`src/rtl/seg_scan_ctrl.sv`:
```
`default_nettype none
// ============================================================================
// Module   : seg_scan_ctrl
// Purpose  : 8-digit multiplexed seven-segment scan controller. It holds a
//            double-buffered ASCII display and inserts a guard gap per slot.
// Revision : 1.0 - initial release
// ============================================================================
module seg_scan_ctrl #(
  parameter int SCAN_DIV = 100000,
  parameter int GAP      = 2000
) (
  input  logic       clk,
  input  logic       rst_n,
  input  logic       wr_en,
  input  logic [2:0] wr_addr,
  input  logic [7:0] wr_char,
  input  logic       shift_en,
  input  logic [7:0] shift_char,
  input  logic       commit,
  input  logic       blank,
  output logic [7:0] char_out,
  output logic [7:0] dig_n,
  output logic       frame_tick,
  output logic       commit_pending
);

  localparam int               CNT_W     = (SCAN_DIV > 2) ? $clog2(SCAN_DIV) : 1;
  localparam logic [CNT_W-1:0] C_DIV_MAX = CNT_W'(SCAN_DIV - 1);
  localparam logic [7:0]       C_SPACE   = 8'h20;

  logic [CNT_W-1:0] r_div_cnt;
  logic [2:0]       r_digit_idx;
  logic [7:0]       r_shadow  [8];
  logic [7:0]       r_display [8];
  logic [7:0]       w_shadow_nxt [8];
  logic             w_slot_end;
  logic             w_boundary;
  logic             w_gap_phase;
  logic             w_copy;

  assign w_slot_end = (r_div_cnt == C_DIV_MAX);
  assign w_boundary = w_slot_end && (r_digit_idx == 3'd7);
  assign w_copy     = w_boundary && (commit_pending || commit);

  // With no guard interval the comparison would be constant-false.
  generate
    if (GAP == 0) begin : g_no_gap
      assign w_gap_phase = 1'b0;
    end else begin : g_gap
      assign w_gap_phase = (r_div_cnt < CNT_W'(GAP));
    end
  endgenerate

  always_ff @(posedge clk or negedge rst_n) begin
    if (!rst_n) begin
      r_div_cnt   <= '0;
      r_digit_idx <= 3'd0;
    end else if (w_slot_end) begin
      r_div_cnt   <= '0;
      r_digit_idx <= r_digit_idx + 3'd1;
    end else begin
      r_div_cnt   <= r_div_cnt + CNT_W'(1);
    end
  end

  // A write has priority over a same-cycle scroll.
  always_comb begin
    w_shadow_nxt = r_shadow;
    if (wr_en) begin
      w_shadow_nxt[wr_addr] = wr_char;
    end else if (shift_en) begin
      for (int i = 7; i > 0; i--) begin
        w_shadow_nxt[i] = r_shadow[i-1];
      end
      w_shadow_nxt[0] = shift_char;
    end
  end

  always_ff @(posedge clk or negedge rst_n) begin
    if (!rst_n) begin
      for (int i = 0; i < 8; i++) begin
        r_shadow[i]  <= C_SPACE;
        r_display[i] <= C_SPACE;
      end
    end else begin
      r_shadow <= w_shadow_nxt;
      if (w_copy) begin
        r_display <= w_shadow_nxt;
      end
    end
  end

  // The display buffer only changes on the boundary, so char_out holds per slot.
  always_ff @(posedge clk or negedge rst_n) begin
    if (!rst_n) begin
      dig_n          <= 8'hFF;
      char_out       <= C_SPACE;
      frame_tick     <= 1'b0;
      commit_pending <= 1'b0;
    end else begin
      dig_n          <= (blank || w_gap_phase) ? 8'hFF : ~(8'h01 << r_digit_idx);
      char_out       <= r_display[r_digit_idx];
      frame_tick     <= w_boundary;
      commit_pending <= w_boundary ? 1'b0 : (commit_pending || commit);
    end
  end

endmodule
`default_nettype wire

```
`config.mk`:
```
export PLATFORM = sky130hd
export DESIGN_NAME = seg_scan_ctrl
export DESIGN_NICKNAME = d
export VERILOG_FILES = /design/src/rtl/seg_scan_ctrl.sv
export SDC_FILE = /design/constraint.sdc
export NUM_CORES = 1
export LEC_CHECK = 0
export ABC_AREA = 1
export CAP_MARGIN = 20
export CORE_MARGIN = 2
export CORE_UTILIZATION = 55
export CTS_BUF_LIST = sky130_fd_sc_hd__clkbuf_4 sky130_fd_sc_hd__clkbuf_8
export CTS_CLUSTER_DIAMETER = 30
export DETAILED_ROUTE_END_ITERATION = 10
export MAX_ROUTING_LAYER = met4
export PLACE_DENSITY = 0.74
export SLEW_MARGIN = 5
export SYNTH_ARGS = -nofsm -noshare
export SYNTH_HDL_FRONTEND = slang
export SYNTH_SLANG_ARGS = --single-unit
```
`constraint.sdc`:
```
create_clock -name clk -period 2.2 [get_ports clk]
set_input_delay 0.66 -clock clk [delete_from_list [all_inputs] [get_ports clk]]
set_output_delay 0.66 -clock clk [all_outputs]
set_load 0.01 [all_outputs]
```
==> impl_results.md <==
- Cell Area, Placed: ~0.0098 sq mm
- Fin area: ~0.010 sq mm
- Antenna diodes: 0
- Met3 wire length: about 1.6 mm
- Final Hold Vio Count: 0
- Final Slew Violations: 0
- Max IR drop VDD: 0.000452 V
- Critical path cell sequence: clkdlybuf4s50_1
- PostCTS Resize Cnt: 9
- Post-route ant nets: 0
- Min Tclk post-route: 2040 ps
- Int Power: about 0.0047 W
- Biggest area consumer among synthesized cells: dfrtp_1
- Share of cells above drive strength 1: 0.145
- Pre-antenna DRT Iters: 8
- CTS root buf: clkbuf_8
- Vias in the first global route: a little under 8000
- Worst skew pair latency: approximately 490 ps
- Yosys warning count: 0
- Setup Slack @ Placement: -98.4 ps
- Worst Path Buf+Inv: 1
- Status: completed
- GRT overflow: 0
- Sequential power share: 0.502
- Psw: slightly below 0.002 W
- FF/Latch Area: between 0.004 and 0.005 sq mm
- Ranking of synthesized cells by area: dfrtp_1 40%, nand2_1 16%, dfstp_2 7.4%
- CTS buffer count: 17
- CTS Hold Buffers Added: 0
- Register area share after synthesis: 0.470
- GRT Total Usage: 0.300
- Crit. End Element: primary output
- Met2 wire len: approximately 11 mm
- CP top delay family: buffers and inverters
- Cell count after synthesis: between 1000 and 1500
- Comb pwr share: 0.145
- Synth async-reset ratio: 1.00
- Syn Area/Cell: about 7.6 sq um
- Largest net degree at the start of global routing: slightly below 80
- Final Cycle Share: 0.926
- Post CTS Setup Buffer Count: 0
- Worst slew margin: 0.617
- Vias after detailed routing: 8096
- Critical path type: flip-flop to primary output
- DRT Wirelength: ~24 mm
- Die Footprint: between 0.015 and 0.02 sq mm
- Most frequent cell after synthesis: nand2_1
- Max incr delay on CP: approximately 540 ps
- Fmax: 491 MHz
- Synth Cell Area: 0.00891 sq mm
- Initial antenna violation count: 0
- DRC Markers: 0
- Placer Congestion: just under 0.9
- Setup tns final: 0 ps
- Sw Ratio: 0.292
- DR WL/cell: ~17 um
- Number of flops mapped to enable cells by yosys: 0
- PortBufs: 42
- Setup WS post-layout: between 150 and 200 ps
- HP Class: primary input to async pin
- Die H: approximately 130 um
- Total of max-cap violations: 0
- Syn_nets: 1200
- Row cnt: 46
- RSZ-0062 raised after global routing: false
- Crit path DAT: around 1400 ps
- Crit-path max FO: 1
- Total power per unit cell area: roughly 650 mW/mm^2
- Clock skew: around 11 ps
- Htree depth: 4
- Final #Nets: about 1300
- Post-synth cell types: 31
- Most used DFF post-synth: dfrtp_1
- Worst-Margin Slew: approximately 570 ps
- CTS tree: done
- Commonest cells in the netlist: 377 x nand2_1, 141 x dfrtp_1, 101 x o21ai_0, 92 x inv_1, 89 x nand3_1
- Setup violations, final: 0
- Vias per cell: 5.59
- M1 WL: ~10 mm
- Fillers: roughly 1400
- Crit-path slowest cell: clkdlybuf4s50_1
- Clock Tree Buf Depth: 2
- IO Count: 43
- Clk sinks: about 170
- FF+latch count, synth: 166
- P&R area growth vs syn: 14.9%
- Multi-input combinational cell area: approximately 0.004 sq mm
- Final HPWL DP: around 16 mm
- Drt first-iter violations: between 900 and 1000
- Worst Reg-to-Reg Cells: 8
- Width of the chip: roughly 130 um
- Uppermost layer routed: met4
- Worst Setup Start Kind: flip-flop
- Levels on crit path: 1
- Starting Density: 0.561
- Top-area cell type share of the netlist area: 0.396
- Core Area: between 0.015 and 0.02 sq mm
- Global-route wire length before repair: approximately 40 mm
- Clock network power share: 0.353
- Required @ worst endpoint: roughly 1500 ps
- Cell leakage power: about 5.2 nW
- Clk pin slew, worst setup/hold paths: roughly 90 ps
-- flip-flops by register name, summed over array words and instances (netlist names) --
name            cells
r_display          64
r_shadow           64
r_div_cnt          17
char_out            8
dig_n               8
r_digit_idx         3
commit_pending      1
frame_tick          1
-- stage by stage --
step / hold WS, ps / power (W) / cells / util
2_1_floorplan: 364 / 0.00392 / 1168 / -
3_3_place_gp: 450 / 0.00431 / 1417 / 0.619
3_5_place_dp: 457 / 0.00433 / 1417 / 0.619
4_1_cts: 139 / 0.00664 / 1449 / 0.644
5_1_grt: 147 / 0.00691 / 1449 / 0.644
6_report: 112 / 0.00664 / 1449 / 0.644
-- cells in the final DEF, fill, tap and decap left out, drive strengths merged --
cell           count
inv              107
nand2            384
dfrtp            141
ha                 7
clkdlybuf4s50     30
dfstp             25
o21bai             2
nand3            123
nor3               9
clkinvlp           2
nor2              84
xor2               8
or2                1
clkinv             3
a21oi             51
nand4             23
dlygate4sd2        9
o22ai             16
bufinv             2
buf               60
o21ai            125
clkbuf            21
-- area by class of cell --
type / instances / share of cell area
sequential: 166 / 0.409
multi-input combinational: 833 / 0.390
timing repair buffer: 99 / 0.0961
inverter: 103 / 0.0378
clock buffer: 21 / 0.0270
tap: 216 / 0.0264
clock inverter: 11 / 0.0136
-- worst paths after layout --
kind | slack, ps | end | from
worst max-delay path | 160 | char_out[6] | char_out[6]
worst min-delay path | 110 | r_shadow[14] | rst_n
worst max register to register | 240 | r_display[47] | r_div_cnt[0]
worst min register to register | 470 | r_display[5] | r_display[5]
max in group asynchronous | 1380 | r_display[21] | rst_n
min in group clk | 470 | r_display[5] | r_display[5]
-- logic make-up (layout without fill, tap and decap cells) --
family | after synthesis | count (layout) | synth area share
simple gates | 624 | 624 | 0.319
fa+ha+maj | 7 | 7 | 0.00983
buf+inv | 169 | 234 | 0.0820
flops | 166 | 166 | 0.470
xor+xnor | 8 | 8 | 0.00787
compound gates | 194 | 194 | 0.112
-- power by group through the flow --
stage               logic, W  registers, W  clock network [W]
global placement    0.000934       0.00338                  0
floorplan           0.000559       0.00336                  0
finish              0.000965       0.00333            0.00234
global route         0.00108       0.00335            0.00248
CTS                 0.000957       0.00333            0.00236
detailed placement  0.000951       0.00338                  0
-- metal layers --
layer | up-vias | global-route usage
met1 | 3823 | 0.389
met5 | - | -
li1 | 3867 | -
met2 | 333 | 0.457
met4 | 0 | 0.146
met3 | 73 | 0.0540
Note: power is estimated with default switching activity, not from simulation.
